[src/rtl/core_pkg.sv]
// -----------------------------------------------------------------------------
// core_pkg
// Shared definitions for the RV32I core back end.
//   - funct3 encodings of the load instructions (LB/LH/LW/LBU/LHU)
//   - writeback FSM state type
//   - capture record for a load waiting on data memory
//   - helper deciding whether an instruction really writes the register bank
// -----------------------------------------------------------------------------
package core_pkg;

    localparam int unsigned XLEN = 32;

    // Load width/sign codes (instruction funct3 field)
    localparam logic [2:0] LB  = 3'b000;
    localparam logic [2:0] LH  = 3'b001;
    localparam logic [2:0] LW  = 3'b010;
    localparam logic [2:0] LBU = 3'b100;
    localparam logic [2:0] LHU = 3'b101;

    typedef enum logic [1:0] {
        IDLE = 2'd0,
        REQ  = 2'd1,
        WAIT = 2'd2
    } wb_state_e;

    // Everything the stage must remember about a load between accept and
    // the memory response.
    typedef struct packed {
        logic [4:0]      rd;
        logic            regwrite;
        logic [2:0]      funct3;
        logic [XLEN-1:0] addr;
    } wb_cap_t;

    // x0 is hard-wired to zero, so a write to it is suppressed at the source.
    function automatic logic rd_writable(input logic we, input logic [4:0] rd);
        return we && (rd != 5'd0);
    endfunction

endpackage

[src/rtl/writeback_stage_if.sv]
// -----------------------------------------------------------------------------
// writeback_stage_if
// Bundles the signals around the writeback stage:
//   execute side    : ex_valid/ex_ready handshake plus instruction fields
//   data memory     : read request handshake and one-cycle read response
//   register bank   : single write port (regwrite/rdaddr/rddata)
//   hazard / status : pend_valid/pend_rd of the in-flight load, load_err pulse
// Modports:
//   slave  - the writeback stage itself
//   master - the environment (execute stage, memory, register bank)
// -----------------------------------------------------------------------------
interface writeback_stage_if;

    // execute -> writeback
    logic        ex_valid;
    logic        ex_ready;
    logic        ex_regwrite;
    logic [4:0]  ex_rd;
    logic [31:0] ex_result;
    logic        ex_isload;
    logic [2:0]  ex_funct3;

    // data memory read port
    logic        mem_req_valid;
    logic        mem_req_ready;
    logic [31:0] mem_addr;
    logic        mem_rsp_valid;
    logic [31:0] mem_rsp_data;

    // register bank write port
    logic        regwrite;
    logic [4:0]  rdaddr;
    logic [31:0] rddata;

    // hazard / status
    logic        pend_valid;
    logic [4:0]  pend_rd;
    logic        load_err;

    modport slave (
        input  ex_valid, ex_regwrite, ex_rd, ex_result, ex_isload, ex_funct3,
        output ex_ready,
        output mem_req_valid, mem_addr,
        input  mem_req_ready, mem_rsp_valid, mem_rsp_data,
        output regwrite, rdaddr, rddata,
        output pend_valid, pend_rd, load_err
    );

    modport master (
        output ex_valid, ex_regwrite, ex_rd, ex_result, ex_isload, ex_funct3,
        input  ex_ready,
        input  mem_req_valid, mem_addr,
        output mem_req_ready, mem_rsp_valid, mem_rsp_data,
        input  regwrite, rdaddr, rddata,
        input  pend_valid, pend_rd, load_err
    );

endinterface

[src/rtl/load_align.sv]
// -----------------------------------------------------------------------------
// load_align
// Purely combinational load data formatter and legality check.
//   funct3_i  : load width/sign code
//   addr_i    : low two bits of the byte address
//   word_i    : 32-bit little-endian memory word
//   data_o    : selected byte/halfword/word, sign- or zero-extended
//   err_o     : illegal funct3 or address misaligned for the access width
// Kept free of any stage state so the store path can share it.
// -----------------------------------------------------------------------------
module load_align
    import core_pkg::*;
(
    input  logic [2:0]  funct3_i,
    input  logic [1:0]  addr_i,
    input  logic [31:0] word_i,
    output logic [31:0] data_o,
    output logic        err_o
);

    logic [7:0]  byte_sel;
    logic [15:0] half_sel;

    always_comb begin
        byte_sel = word_i[{addr_i, 3'b000} +: 8];
        half_sel = addr_i[1] ? word_i[31:16] : word_i[15:0];
        data_o   = '0;
        err_o    = 1'b0;
        case (funct3_i)
            LB: begin
                data_o = {{24{byte_sel[7]}}, byte_sel};
            end
            LBU: begin
                data_o = {24'd0, byte_sel};
            end
            LH: begin
                data_o = {{16{half_sel[15]}}, half_sel};
                err_o  = addr_i[0];
            end
            LHU: begin
                data_o = {16'd0, half_sel};
                err_o  = addr_i[0];
            end
            LW: begin
                data_o = word_i;
                err_o  = (addr_i != 2'b00);
            end
            default: begin
                err_o  = 1'b1;
            end
        endcase
    end

endmodule

[src/rtl/writeback_stage.sv]
// -----------------------------------------------------------------------------
// writeback_stage
// Final stage of the RV32I pipeline. Accepts one retired instruction per
// ex_valid/ex_ready handshake:
//   - non-loads are written to the register bank one cycle after accept
//   - legal loads issue a word-aligned read, wait for the response, extract
//     the byte/halfword/word and write it the cycle after the response
//   - misaligned or illegal loads pulse load_err and are dropped
// Ports:
//   clk  : rising-edge clock
//   rst  : synchronous active-high reset (also abandons an in-flight load)
//   bus  : writeback_stage_if.slave (execute, data memory, register bank,
//          hazard/status signals)
// -----------------------------------------------------------------------------
module writeback_stage
    import core_pkg::*;
(
    input  logic              clk,
    input  logic              rst,
    writeback_stage_if.slave  bus
);

    wb_state_e   state_q, state_d;
    wb_cap_t     cap_q, cap_d;

    logic        regwrite_q, regwrite_d;
    logic [4:0]  rdaddr_q, rdaddr_d;
    logic [31:0] rddata_q, rddata_d;
    logic        load_err_q, load_err_d;

    logic        ex_ready;
    logic        mem_req_valid;
    logic        pend_valid;
    logic [4:0]  pend_rd;
    logic        accept;

    logic [2:0]  la_funct3;
    logic [1:0]  la_addr;
    logic [31:0] la_data;
    logic        la_err;

    assign accept = bus.ex_valid && ex_ready;

    // One aligner serves both uses: in IDLE it judges the incoming load's
    // legality, in WAIT it formats the response for the captured load.
    assign la_funct3 = (state_q == IDLE) ? bus.ex_funct3     : cap_q.funct3;
    assign la_addr   = (state_q == IDLE) ? bus.ex_result[1:0] : cap_q.addr[1:0];

    load_align u_load_align (
        .funct3_i (la_funct3),
        .addr_i   (la_addr),
        .word_i   (bus.mem_rsp_data),
        .data_o   (la_data),
        .err_o    (la_err)
    );

    // ---------------------------------------------------------------- FSM
    always_ff @(posedge clk) begin
        if (rst) begin
            state_q <= IDLE;
        end else begin
            state_q <= state_d;
        end
    end

    always_comb begin
        state_d = state_q;
        case (state_q)
            IDLE: begin
                if (accept && bus.ex_isload && !la_err) begin
                    state_d = REQ;
                end
            end
            REQ: begin
                if (bus.mem_req_ready) begin
                    state_d = WAIT;
                end
            end
            WAIT: begin
                // Responses are only looked at here, so a stray pulse in
                // IDLE or REQ has no effect.
                if (bus.mem_rsp_valid) begin
                    state_d = IDLE;
                end
            end
            default: begin
                state_d = IDLE;
            end
        endcase
    end

    always_comb begin
        ex_ready      = (state_q == IDLE) && !rst;
        mem_req_valid = (state_q == REQ);
        pend_valid    = (state_q == REQ) || (state_q == WAIT);
        pend_rd       = pend_valid ? cap_q.rd : 5'd0;
    end

    // ------------------------------------------- capture / output registers
    always_comb begin
        cap_d      = cap_q;
        regwrite_d = 1'b0;
        rdaddr_d   = rdaddr_q;
        rddata_d   = rddata_q;
        load_err_d = 1'b0;

        if (accept) begin
            if (!bus.ex_isload) begin
                regwrite_d = rd_writable(bus.ex_regwrite, bus.ex_rd);
                rdaddr_d   = bus.ex_rd;
                rddata_d   = bus.ex_result;
            end else if (la_err) begin
                load_err_d = 1'b1;
            end else begin
                cap_d.rd       = bus.ex_rd;
                cap_d.regwrite = bus.ex_regwrite;
                cap_d.funct3   = bus.ex_funct3;
                cap_d.addr     = bus.ex_result;
            end
        end

        // Accept and response are mutually exclusive (IDLE vs WAIT), so the
        // write port is never claimed twice in one cycle.
        if ((state_q == WAIT) && bus.mem_rsp_valid) begin
            regwrite_d = rd_writable(cap_q.regwrite, cap_q.rd);
            rdaddr_d   = cap_q.rd;
            rddata_d   = la_data;
        end
    end

    always_ff @(posedge clk) begin
        if (rst) begin
            cap_q      <= '0;
            regwrite_q <= 1'b0;
            rdaddr_q   <= '0;
            rddata_q   <= '0;
            load_err_q <= 1'b0;
        end else begin
            cap_q      <= cap_d;
            regwrite_q <= regwrite_d;
            rdaddr_q   <= rdaddr_d;
            rddata_q   <= rddata_d;
            load_err_q <= load_err_d;
        end
    end

    // ------------------------------------------------------------ outputs
    assign bus.ex_ready      = ex_ready;
    assign bus.mem_req_valid = mem_req_valid;
    assign bus.mem_addr      = {cap_q.addr[31:2], 2'b00};
    assign bus.regwrite      = regwrite_q;
    assign bus.rdaddr        = rdaddr_q;
    assign bus.rddata        = rddata_q;
    assign bus.pend_valid    = pend_valid;
    assign bus.pend_rd       = pend_rd;
    assign bus.load_err      = load_err_q;

endmodule

[src/flat_wrapper.sv]
// flat-port wrapper written by rule: the top's interface ports become plain ports
module writeback_stage_flat import core_pkg::*;
  (clk, rst, bus_ex_valid, bus_ex_regwrite, bus_ex_rd, bus_ex_result, bus_ex_isload, bus_ex_funct3, bus_ex_ready, bus_mem_req_valid, bus_mem_addr, bus_mem_req_ready, bus_mem_rsp_valid, bus_mem_rsp_data, bus_regwrite, bus_rdaddr, bus_rddata, bus_pend_valid, bus_pend_rd, bus_load_err);
  writeback_stage_if bus_i ();
  input  logic clk;
  input  logic rst;
  input wire logic [$bits(bus_i.ex_valid)-1:0] bus_ex_valid;
  input wire logic [$bits(bus_i.ex_regwrite)-1:0] bus_ex_regwrite;
  input wire logic [$bits(bus_i.ex_rd)-1:0] bus_ex_rd;
  input wire logic [$bits(bus_i.ex_result)-1:0] bus_ex_result;
  input wire logic [$bits(bus_i.ex_isload)-1:0] bus_ex_isload;
  input wire logic [$bits(bus_i.ex_funct3)-1:0] bus_ex_funct3;
  output wire logic [$bits(bus_i.ex_ready)-1:0] bus_ex_ready;
  output wire logic [$bits(bus_i.mem_req_valid)-1:0] bus_mem_req_valid;
  output wire logic [$bits(bus_i.mem_addr)-1:0] bus_mem_addr;
  input wire logic [$bits(bus_i.mem_req_ready)-1:0] bus_mem_req_ready;
  input wire logic [$bits(bus_i.mem_rsp_valid)-1:0] bus_mem_rsp_valid;
  input wire logic [$bits(bus_i.mem_rsp_data)-1:0] bus_mem_rsp_data;
  output wire logic [$bits(bus_i.regwrite)-1:0] bus_regwrite;
  output wire logic [$bits(bus_i.rdaddr)-1:0] bus_rdaddr;
  output wire logic [$bits(bus_i.rddata)-1:0] bus_rddata;
  output wire logic [$bits(bus_i.pend_valid)-1:0] bus_pend_valid;
  output wire logic [$bits(bus_i.pend_rd)-1:0] bus_pend_rd;
  output wire logic [$bits(bus_i.load_err)-1:0] bus_load_err;
  assign bus_i.ex_valid = bus_ex_valid;
  assign bus_i.ex_regwrite = bus_ex_regwrite;
  assign bus_i.ex_rd = bus_ex_rd;
  assign bus_i.ex_result = bus_ex_result;
  assign bus_i.ex_isload = bus_ex_isload;
  assign bus_i.ex_funct3 = bus_ex_funct3;
  assign bus_ex_ready = bus_i.ex_ready;
  assign bus_mem_req_valid = bus_i.mem_req_valid;
  assign bus_mem_addr = bus_i.mem_addr;
  assign bus_i.mem_req_ready = bus_mem_req_ready;
  assign bus_i.mem_rsp_valid = bus_mem_rsp_valid;
  assign bus_i.mem_rsp_data = bus_mem_rsp_data;
  assign bus_regwrite = bus_i.regwrite;
  assign bus_rdaddr = bus_i.rdaddr;
  assign bus_rddata = bus_i.rddata;
  assign bus_pend_valid = bus_i.pend_valid;
  assign bus_pend_rd = bus_i.pend_rd;
  assign bus_load_err = bus_i.load_err;
  writeback_stage u_core (.clk(clk), .rst(rst), .bus(bus_i));
endmodule
[config.mk]
export PLATFORM = sky130hd
export DESIGN_NAME = writeback_stage_flat
export DESIGN_NICKNAME = d
export VERILOG_FILES = /design/src/rtl/core_pkg.sv /design/src/rtl/writeback_stage_if.sv /design/src/rtl/load_align.sv /design/src/rtl/writeback_stage.sv /design/src/flat_wrapper.sv
export SDC_FILE = /design/constraint.sdc
export NUM_CORES = 1
export LEC_CHECK = 0
export ABC_AREA = 1
export ABC_CLOCK_PERIOD_IN_PS = 2800
export BUFFER_PORTS_ARGS = -buffer_cell sky130_fd_sc_hd__buf_2
export CORE_MARGIN = 2
export CORE_UTILIZATION = 54
export DETAILED_ROUTE_END_ITERATION = 8
export PLACE_DENSITY = 0.93
export SLEW_MARGIN = 0
export SYNTH_ARGS = -nofsm -noshare
export SYNTH_HDL_FRONTEND = slang
export SYNTH_SLANG_ARGS = --single-unit
[constraint.sdc]
create_clock -name clk -period 2.8 [get_ports clk]
set_input_delay 0 -clock clk [delete_from_list [all_inputs] [get_ports clk]]
set_output_delay 0 -clock clk [all_outputs]
set_load 0.01 [all_outputs]
Yosys cells after proc, flatten, opt, wreduce, memory -nomap -nowiden --
Cells that the tools add are included.
Cells by class: eq/ne operators 10, shift operators 1, muxes and demuxes 20, bitwise operators 3, reduce and logical (&&, ||, !) cells 22
Operators with widths (number):
- $pmux 32 s5 | 1
- $mux 32 | 3
- $shiftx 32x6->8 | 1
- $mux 5 | 4
- $mux 16 | 1
- $reduce_bool 5->1 | 2
- $mux 2 | 4
- $logic_and 1x1->1 | 7
- $eq 3x3->1 const B | 2
- $ne 2x1->1 const B | 3
- $pmux 2 s3 | 1
- $reduce_and 3->1 | 2
- $mux 1 | 4
- $reduce_bool 2->1 | 2
- $reduce_or 2->1 | 2
- $eq 3x1->1 const B | 1
- $eq 3x2->1 const B | 1
- $logic_not 3->1 | 1
- $mux 3 | 1
- $not 1->1 | 3
- $pmux 1 s3 | 1
- $reduce_or 3->1 | 1
- $eq 2x1->1 const B | 1
- $eq 2x2->1 const B | 1
- 5 further kinds | 6
Storage, ports and cells: register bits after elaboration 82, bits of input ports 79, output and inout port bits 79, word-level logic and storage cells 65

Depth between registers and ports, before layout --
Gate-level depths: netlist (run 1).
depth in word-level cells 9, gate-level depth with buffers 15, mapped depth without buffers 14

By module --
Synthesis (run 1) repeated with hierarchy kept, for this count alone.
Second synthesis, totals: cells, all modules 739, area, all modules 4763.3 um^2
By module, submodules not included:
- writeback_stage | times used 1, cells each 526, area an instance 3793.6 um^2, seq. area each 1641.6 um^2
- load_align | times used 1, cells each 213, area an instance 969.7 um^2, seq. area each 0.0 um^2

Worst setup path before layout (run 1) --
OpenSTA, ideal clock, no wires.
path kind reg2reg, start point register u_core.state_q[0], end point register u_core.cap_q (netlist bit u_core.bus.mem_addr[10]), data arrival time 1.673 ns, required time 2.681 ns, path slack 1.008 ns, stages on the path, launching flop included 13, path buffers 2, period minus slack after synthesis 1.792 ns, path through dfxtp_1 inv_1 ha_1 inv_2 nand2_1 nand2_2 nand2_1 nand3_1 nand4_1 buf_4 buf_4 o21ai_1 a21oi_1
On the way: longest elaborated chain between the ends 7
RTL lines:
- start: declaration | line writeback_stage.sv:23 | wb_state_e state_q, state_d;
- start signal: assignment | line writeback_stage.sv:62 | state_q <= state_d;
- $logic_not 2->1 (*) | line writeback_stage.sv:46, writeback_stage.sv:47, writeback_stage.sv:93
- $mux 3 | line writeback_stage.sv:46 | assign la_funct3 = (state_q == IDLE) ? bus.ex_funct3 : cap_q.funct3;
- $eq 3x3->1 (tied with other cells) | line load_align.sv:29 | case (funct3_i)
- $reduce_or 2->1 (no line)
- $pmux 1 s3 | line load_align.sv:29
- $not 1->1 (no line)
- $reduce_and 3->1 (no line) (*)
- end signal: assignment | line writeback_stage.sv:139 | cap_q <= cap_d;
- end: declaration | line writeback_stage.sv:24 | wb_cap_t cap_q, cap_d;
Mark *: on every way between the ends. The rest lies on a longest branch, timed or not. A chain may end at the register's enable or synchronous reset.

Worst setup path in the final report (run 1) --
start point register u_core.state_q[0], end point register u_core.state_q[1]
On the way: longest elaborated chain between the ends 9
RTL lines:
- $logic_not 2->1
- $mux 3 | line writeback_stage.sv:46
- $eq 3x3->1 (tied with other cells) | line load_align.sv:29
- $reduce_or 2->1 (no line)
- $pmux 1 s3 | line load_align.sv:29
- $logic_not 1->1 | line writeback_stage.sv:70 | if (accept && bus.ex_isload && !la_err) begin
- $logic_and 1x1->1 | line writeback_stage.sv:70
- $ne 2x1->1 (no line)
- $reduce_and 3->1 (no line)
Several ways; a longest one is shown, not always the timed one.

==> flow_metrics.tcl, run 1 <==
set metrics [dict create \
    internal-power_w 0.00253 \
    worst-endpoint-required_ps 3050 \
    final_min_period_over_clock_period 0.878 \
    slew-limit-headroom 0.305 \
    first_pass_grt_wire_length_mm 21.1 \
    cts_sinks 82 \
    grt.total_usage 0.300 \
    routed_via_count_divided_by_cell_count 5.25 \
    grt_pass1_vias 4457 \
    cpLargestDelayFamily "simple AND/OR/NAND/NOR gates" \
    netlist_top_cells_count "nand2_1 (134), a21oi_1 (105), o21ai_0 (87)" \
    postSynthCellCount 658 \
    synth.largest_area_cell "dfxtp_1" \
    hpwl_mm 9.14 \
    p_leak_nw 2.73 \
    grt_util_met2 0.496 \
    timing.critical_path.fanout_max 47 \
    grt_max_degree 77 \
    fp.coreArea_sq_um 8090 \
    detailedRoute.firstPassIterationCount 5 \
    fin_worst_hold_slack_ps 15.7 \
    tightest_slew_ps 1040 \
    insertedDiodeCount 0 \
    groute.layer.met3.usage 0.0575 \
    synth_most_common_cell "nand2_1" \
    nets 885 \
    timing.critical_path.slowest_cell_delay_ps 470 \
    ir_drop_mv 0.373 \
    cts.clk_slew.worst_paths_ps 80 \
    final-setup-viol-count 0 \
    post_synth_edffs 0 \
    cp_num_buf_inv 4 \
    synth_top_area_frac 0.371 \
    grt.overflow.total 0 \
    grtUsageMet1 0.387 \
    drc 0 \
    period_needed_ps 2460 \
    tritoncts "built" \
    grt_setup_unrepaired "false" \
    critical_path.most_common_cell "nand2_1" \
    yosys_warnings 0 \
    post_route_cells_drive_above_1_share 0.242 \
    grt.busiest_layer "met2" \
    worst_slack_at_placement_ps 352 \
    combinational_cell_fraction_of_total_power 0.416 \
    status "finished clean" \
    clk_root_buffer_cell "clkbuf_8" \
    number_of_antenna_violations_at_the_first_check_in_global_routing 0 \
    final_instance_count_excl_fillers 912 \
    syn_area_sq_um 4430 \
    p_clk_frac 0.218 \
    achievable_clock_frequency_mhz 407 \
    cp.arrival_ps 2710 \
    yosys_register_bits 82 \
    synthesis.area_per_instance_sq_um 6.73 \
    synth.area.top_cells "dfxtp_1 (37%), a21oi_1 (12%), nand2_1 (11%)" \
    timing.critical_path.slowest_stage_cell "ha_1" \
    numPortBuffers 155 \
    path_cells "inv_1, ha_1, inv_2, nand2_2, nand2_4, inv_4, nand2_4, nand2_1, nand4_1, buf_12, nand2_1, nand4_1, nand2_1, nor2_1" \
    finalWeightedCongestion 0.981 \
    drt-wirelength-per-cell_um 14.7 \
    cts_buffer_count 9 \
    p_switching_w 0.00163 \
    worst_setup_path_start_kind "flop" \
    fin_setup_tns_ps 0 \
    synth-seq-area-share 0.371 \
    clock_latency_ps 350 \
    finClkSkew_ps 13.7 \
    synthFlopType "dfxtp_1" \
    min_path_type "in2reg" \
    design.portCount 158 \
    synth_cell_type_count 31 \
    maxCapViolCount 0 \
    synth-async-reset-ratio 0 \
    cts.path.max_buffers 2 \
    core.rowCount 33 \
    maxSlewViolCount 0 \
    wl_mm 13.4 \
    switching_share 0.392 \
    dieWidth_um 94.5 \
    vertical_die_dimension_um 94.5 \
    post-route-worst-setup-slack_ps 342 \
    timing_hold_violations_final 0 \
    share_of_power_burned_in_registers 0.365 \
    vias 4787 \
    synthToLayoutAreaGrowth_pct 26.9 \
    dr.first_iter.drc_count 278 \
    cell_count_after_placement 854 \
    htree_levels 3 \
    pwr_density_cell_nw_per_um2 742 \
    floorplan.die_area_sq_um 8940 \
    setup.worst_path.end_class "flop" \
    floorplan.initialDensity 0.547 \
    timing.setup.critical_path_class "reg2reg" \
    postRouteAntennaNets 0 \
]
-- worst min-delay path, cell delays in order --
cell and delay, ps:
buf_2 110, nor2_4 60, nand3_1 70, a31oi_1 70
-- registers in the layout, summed over array words and instances (netlist names) --
signal and count:
u_core.state_q 2, u_core.bus.rddata 32, u_core.bus.rdaddr 5, u_core.cap_q 11, u_core.bus.load_err 1, u_core.bus.regwrite 1
u_core.bus.mem_addr 30
-- final cells by class --
class	count	area, sq um
Sequential cell	82	1640
Clock buffer	12	135
Fill cell	713	2470
Multi-Input combinational cell	431	2070
Tap cell	105	131
Inverter	75	287
Timing Repair Buffer	204	1290
Clock inverter	3	65.1
-- routing by layer --
layer  share of wire  wire, um
met2            0.47      6320
met5               0         0
met4           0.028       380
met3           0.071       956
met1            0.43      5740
-- power groups by stage --
stage	logic (W)	registers, W	clock network [W]
detailed placement	0.00166	0.00154	0
floorplan	0.00117	0.00159	0
finish	0.00174	0.00152	0.000910
global route	0.00194	0.00154	0.000970
global placement	0.00165	0.00154	0
CTS	0.00171	0.00152	0.000917
-- worst paths after layout --
check,to,slack [ps],cells past startpoint,startpoint
min,u_core.bus.rdaddr[2],20,4,bus_ex_isload
max reg2reg,u_core.state_q[1],340,14,u_core.state_q[0]
max,u_core.state_q[1],340,14,u_core.state_q[0]
min reg2reg,u_core.bus.mem_addr[14],440,2,u_core.bus.mem_addr[14]
-- layout by cell type (no fill, tap or decap), types with 2 or more instances in the layout --
master and count:
a21oi_1 105, a31oi_1 6, buf_12 3, buf_2 155, buf_4 3, bufinv_16 2, clkbuf_1 3, clkbuf_8 9
conb_1 2, dfxtp_1 82, dlygate4sd3_1 43, ha_1 3, inv_1 70, inv_2 2, inv_4 2, nand2_1 134
nand2_2 6, nand2_4 2, nand3_1 11, nand4_1 2, nor2_1 23, nor2_4 5, nor3_1 3, o21ai_0 87
o21ai_1 31, o21ai_2 3, o22ai_1 3
-- metrics by stage --
stage	util	total power (W)	cell area, sq um
after floorplan	-	0.00276	4430
after global placement	0.616	0.00319	4980
after detailed placement	0.616	0.00320	4980
after CTS	0.694	0.00415	5620
after global routing	0.694	0.00446	5620
final	0.694	0.00417	5620
-- kinds of logic (layout without fill, tap and decap cells) --
group | after synthesis | after routing | synth area share
buf+inv | 146 | 294 | 0.163
compound gates | 239 | 239 | 0.278
fa+ha+maj | 3 | 3 | 0.00848
flops | 82 | 82 | 0.371
simple gates | 187 | 187 | 0.179
other cells | 1 | 2 | 0.000847
-- timing repair --
action | CTS | global route
hold endpoints to repair | 68 | 0
gates resized for setup | 0 | 2
setup buffers | 0 | 0
endpoints found under the setup margin | 0 | 7
hold buffers | 43 | 0
(Power assumes the default switching activity.)
==> run 2, diff against run 1 <==
--- a/config.mk
+++ b/config.mk
@@ -8,6 +8,7 @@
 export ABC_AREA = 1
 export ABC_CLOCK_PERIOD_IN_PS = 2800
 export BUFFER_PORTS_ARGS = -buffer_cell sky130_fd_sc_hd__buf_2
+export CORE_ASPECT_RATIO = 1.4
 export CORE_MARGIN = 2
 export CORE_UTILIZATION = 54
 export DETAILED_ROUTE_END_ITERATION = 8
==> constraint.sdc (replaced) <==
create_clock -name clk -period 2.8 [get_ports clk]
set_input_delay 0.42 -clock clk [delete_from_list [all_inputs] [get_ports clk]]
set_output_delay 0.42 -clock clk [all_outputs]
set_load 0.01 [all_outputs]
==> flow_metrics.tcl, run 2 (same netlist as run 1, synthesis figures left out) <==
set metrics [dict create \
    worst_hold_startpoint "bus_ex_result[6]" \
    regToRegEndpoint "u_core.state_q[1]" \
    ir_drop_mv 0.470 \
    first_pass_grt_wire_length_mm 20.7 \
    post-route-worst-setup-slack_ps 402 \
    vias 4718 \
    worst-endpoint-required_ps 3030 \
    cts.hold.buffers_added 0 \
    numPortBuffers 155 \
    cell_count_after_placement 854 \
    largest_reg_flops 32 \
    period_needed_ps 2400 \
    timing_hold_violations_final 0 \
    min_path_type "in2reg" \
    tritoncts "built" \
    finalWeightedCongestion 0.988 \
    timing.critical_path.slowest_cell_delay_ps 450 \
    floorplan.die_area_sq_um 8950 \
    grt.overflow.total 0 \
    hpwl_mm 9.19 \
    final_min_period_over_clock_period 0.856 \
    wl_met2_mm 6.17 \
    filler_cell_count 753 \
    tightest_slew_ps 708 \
    timing.critical_path.slowest_stage_cell "ha_1" \
    achievable_clock_frequency_mhz 417 \
    clk_root_buffer_cell "clkbuf_16" \
    grt.total_usage 0.297 \
    setup.worst_path.end_class "flop" \
    grt_max_degree 63 \
    fin_setup_tns_ps 0 \
    nets 845 \
    synthToLayoutAreaGrowth_pct 19.2 \
    grt_setup_unrepaired "false" \
    worst_slack_at_placement_ps 424 \
    htree_levels 3 \
    max_used_layer "met4" \
    final_instance_count_excl_fillers 871 \
    wl_met1_mm 4.82 \
    cts.clk_slew.worst_paths_ps 60 \
    worst_setup_path_start_kind "flop" \
    p_leak_nw 2.59 \
    grt_pass1_vias 4464 \
    dr.first_iter.drc_count 374 \
    timing.setup.critical_path_class "reg2reg" \
    slew-limit-headroom 0.528 \
    core_utilization_of_the_finished_layout 0.656 \
    maxCapViolCount 0 \
    min_delay_path_depth 3 \
    floorplan.initialDensity 0.550 \
    cts.path.max_buffers 2 \
    mostFrequentLayoutCells "buf_2 (155), nand2_1 (134), a21oi_1 (105), o21ai_0 (87), dfxtp_1 (82)" \
    fp.coreArea_sq_um 8050 \
    worst_hold_path.endpoint "u_core.bus.mem_addr[6]" \
    worst_r2r_path_depth 12 \
    rrSetupSlack_ps 400 \
    detailedRoute.firstPassIterationCount 5 \
    post_cts_resized 0 \
    worst_r2r_startpoint "u_core.state_q[0]" \
    design.portCount 158 \
    final-setup-viol-count 0 \
    drc 0 \
    wl_mm 12.8 \
    cp.arrival_ps 2630 \
    path_cells "inv_1, ha_1, inv_2, o21ai_2, nand3_1, nand4_1, buf_12, nand2_1, nand3_1, nand2_1, inv_1, nor2_1" \
    cts_sinks 82 \
    finClkSkew_ps 5.73 \
    maxSlewViolCount 0 \
    drt-wirelength-per-cell_um 14.7 \
    cts_buffer_count 9 \
    vertical_die_dimension_um 111 \
    dieWidth_um 80.5 \
    core.rowCount 39 \
    pwr_density_cell_nw_per_um2 812 \
    timing.critical_path.fanout_max 35 \
    met3_wirelength_um 996 \
    post_cts.repair.setup_buffers 0 \
    layout.cells.most_common "buf_2" \
    clock_latency_ps 340 \
    postRouteAntennaNets 0 \
    routed_via_count_divided_by_cell_count 5.42 \
    post_route_cells_drive_above_1_share 0.262 \
    number_of_antenna_violations_at_the_first_check_in_global_routing 0 \
    status "finished clean" \
]
-- run 2: cell type report --
type | instances | area [sq um] | area share
timing repair buffer | 164 | 881 | 0.167
antenna | 1 | 2.50 | 0.000474
sequential | 82 | 1640 | 0.311
clock inverter | 5 | 30.0 | 0.00569
multi-input combinational | 431 | 2070 | 0.392
tap | 102 | 128 | 0.0242
clock buffer | 11 | 243 | 0.0460
inverter | 75 | 284 | 0.0538
-- run 2: where the power goes --
group / total (W) / internal (W) / switching (W) / leakage, nW
logic: 0.00167 / 0.000597 / 0.00108 / 1.79
registers: 0.00152 / 0.00140 / 0.000121 / 0.669
clock network: 0.00109 / 0.000620 / 0.000471 / 0.131
-- run 2: layer usage --
| metal | global-route usage | vias to the layer above |
|---|---|---|
| li1 | - | 2335 |
| met1 | 0.334 | 2095 |
| met2 | 0.483 | 225 |
| met3 | 0.0594 | 63 |
| met4 | 0.218 | 0 |
| met5 | 0 | - |
-- run 2: worst max-delay path: cells and delay by family, from the launching register on --
family / cells / cell delay, ps
AO/OA/AOI/OAI: 1 / 300
AND/OR/NAND/NOR: 6 / 670
buffers and inverters: 4 / 570
adder cells (fa/ha/maj): 1 / 450
flip-flops: 1 / 310
-- run 2: worst max-delay path by stage --
stage / startpoint / to / slack (ps)
final: u_core.state_q[0] / u_core.state_q[1] / 400
after global routing: u_core.state_q[0] / u_core.state_q[1] / 100
after CTS: u_core.state_q[0] / u_core.state_q[1] / 390
after detailed placement: u_core.state_q[0] / u_core.state_q[1] / 420
after global placement: u_core.state_q[0] / u_core.bus.rddata[25] / 500
after floorplan: u_core.state_q[0] / u_core.bus.mem_addr[10] / 1010
-- run 2: metrics by stage --
stage          instance area (sq um)  total power, W  hold slack, ps
6_report                        5280         0.00429             364
5_1_grt                         5280         0.00459             376
4_1_cts                         5280         0.00429             357
3_5_place_dp                    5000         0.00319             434
3_3_place_gp                    5000         0.00316             427
2_1_floorplan                   4430         0.00276             424
==> run 3, diff against run 2 <==
--- a/config.mk
+++ b/config.mk
@@ -8,9 +8,11 @@
 export ABC_AREA = 1
 export ABC_CLOCK_PERIOD_IN_PS = 2800
 export BUFFER_PORTS_ARGS = -buffer_cell sky130_fd_sc_hd__buf_2
+export CELL_PAD_IN_SITES_DETAIL_PLACEMENT = 1
+export CELL_PAD_IN_SITES_GLOBAL_PLACEMENT = 1
 export CORE_ASPECT_RATIO = 1.4
 export CORE_MARGIN = 2
-export CORE_UTILIZATION = 54
+export CORE_UTILIZATION = 37
 export DETAILED_ROUTE_END_ITERATION = 8
 export PLACE_DENSITY = 0.93
 export SLEW_MARGIN = 0
==> flow_metrics.tcl, run 3 (same netlist as run 1, synthesis figures left out) <==
set metrics [dict create \
    postRouteAntennaNets 0 \
    finalWeightedCongestion 0.865 \
    cell_count_after_placement 900 \
    min_path_type "in2reg" \
    dr.first_iter.drc_count 196 \
    floorplan.initialDensity 0.376 \
    switching_share 0.397 \
    grt_max_degree 43 \
    internal-power_w 0.00265 \
    post_route_cells_drive_above_1_share 0.263 \
    combinational_cell_fraction_of_total_power 0.395 \
    min_delay_path_depth 3 \
    cp.arrival_ps 2710 \
    layout.cells.most_common "buf_2" \
    worst_setup_path_start_kind "flop" \
    post_cts.repair.setup_buffers 0 \
    maxSlewViolCount 0 \
    final_min_period_over_clock_period 0.890 \
    wl_mm 15.5 \
    p_switching_w 0.00174 \
    core.rowCount 47 \
    p_clk_frac 0.258 \
    dieWidth_um 96.4 \
    floorplan.die_area_sq_um 12900 \
    finClkSkew_ps 7.02 \
    ir_drop_mv 0.321 \
    grt_pass1_vias 4893 \
    timing_hold_violations_final 0 \
    tightest_slew_ps 763 \
    final_instance_count_excl_fillers 921 \
    number_of_antenna_violations_at_the_first_check_in_global_routing 5 \
    critical_path.most_common_cell "o21ai_0" \
    cts_buffer_count 9 \
    grt_setup_unrepaired "false" \
    timing.critical_path.slowest_cell_delay_ps 460 \
    share_of_power_burned_in_registers 0.347 \
    grt.overflow.total 0 \
    htree_levels 3 \
    fin_setup_tns_ps 0 \
    nets 846 \
    worst_r2r_path_depth 10 \
    vertical_die_dimension_um 133 \
    setup.worst_path.end_class "flop" \
    pwr_density_cell_nw_per_um2 823 \
    design.portCount 158 \
    drc 0 \
    final-setup-viol-count 0 \
    cp_num_buf_inv 3 \
    grt.total_usage 0.243 \
    multi_input_comb_area_sq_um 2070 \
    p_total_w 0.00439 \
    cpLargestDelayFamily "compound AO/OA/AOI/OAI gates" \
    achievable_clock_frequency_mhz 401 \
    cts.clk_slew.worst_paths_ps 60 \
    clock_latency_ps 340 \
    path_cells "inv_1, ha_1, inv_2, nand2_1, nand2_2, buf_4, o21ai_0, o21ai_0, o22ai_1, a21oi_1" \
    drt-wirelength-per-cell_um 16.9 \
    synthToLayoutAreaGrowth_pct 20.5 \
    seq_area_sq_um 1640 \
    timing.critical_path.slowest_stage_cell "ha_1" \
    vias 4809 \
    clk_root_buffer_cell "clkbuf_16" \
    first_pass_grt_wire_length_mm 24.2 \
    cts.hold.buffers_added 0 \
    status "finished clean" \
    worst-endpoint-required_ps 3020 \
    cts_sinks 82 \
    largest_reg_flops 32 \
    cts.path.max_buffers 2 \
    routed_via_count_divided_by_cell_count 5.22 \
    detailedRoute.firstPassIterationCount 5 \
    hpwl_mm 11.5 \
    filler_cell_count 1597 \
    p_leak_nw 2.59 \
    fp.coreArea_sq_um 11800 \
    timing.critical_path.fanout_max 14 \
    maxCapViolCount 0 \
    timing.setup.critical_path_class "reg2reg" \
    period_needed_ps 2490 \
    mostFrequentLayoutCells "buf_2 (155), nand2_1 (134), a21oi_1 (105), o21ai_0 (87), dfxtp_1 (82)" \
    post_cts_resized 0 \
    slew-limit-headroom 0.491 \
    cp_num_cells 10 \
    numPortBuffers 155 \
    tritoncts "built" \
]
==> run 3: per-layer routing <==
| layer | up-vias | track usage | share of wire |
|---|---|---|---|
| met5 | - | 0 | 0.00045 |
| li1 | 2332 | - | - |
| met1 | 2262 | 0.273 | 0.38 |
| met2 | 167 | 0.414 | 0.52 |
| met4 | 2 | 0.137 | 0.045 |
| met3 | 46 | 0.0520 | 0.056 |
==> run 3: area by class of cell <==
cell class              instances  area share
well taps                     147      0.0345
inverters                      75      0.0532
repair buffers                165       0.162
clock buffers                  12      0.0481
diodes                          5     0.00235
multi-input cells             431       0.388
flip-flops and latches         82       0.308
clock inverters                 4     0.00446
==> run 3: worst reg2reg max path: stages (launching register included) <==
cell	delay, ps
dfxtp_1	320
inv_1	100
ha_1	460
inv_2	210
nand2_1	130
nand2_2	180
buf_4	250
o21ai_0	260
o21ai_0	210
o22ai_1	180
a21oi_1	80
==> run 3: stage by stage <==
step	worst slack, ps	utilization	hold WS (ps)	instance area, sq um
after floorplan	1010	-	424	4430
after global placement	448	0.429	428	5040
after detailed placement	332	0.429	438	5040
after CTS	306	0.453	354	5320
after global routing	38.0	0.453	383	5330
final	307	0.454	356	5340
==> run 3: power groups by stage <==
stage	sequential [W]	combinational (W)	clock [W]
2_1_floorplan	0.00159	0.00117	0
6_report	0.00152	0.00173	0.00113
3_3_place_gp	0.00153	0.00166	0
3_5_place_dp	0.00154	0.00171	0
4_1_cts	0.00152	0.00174	0.00115
5_1_grt	0.00155	0.00195	0.00121
==> run 3: final timing paths <==
check | start | endpoint | slack [ps]
worst min register to register | u_core.bus.mem_addr[14] | u_core.bus.mem_addr[14] | 440
worst max register to register | u_core.state_q[1] | u_core.bus.rddata[2] | 310
worst min-delay path | bus_ex_result[31] | u_core.bus.mem_addr[31] | 360
worst max-delay path | u_core.state_q[1] | u_core.bus.rddata[2] | 310
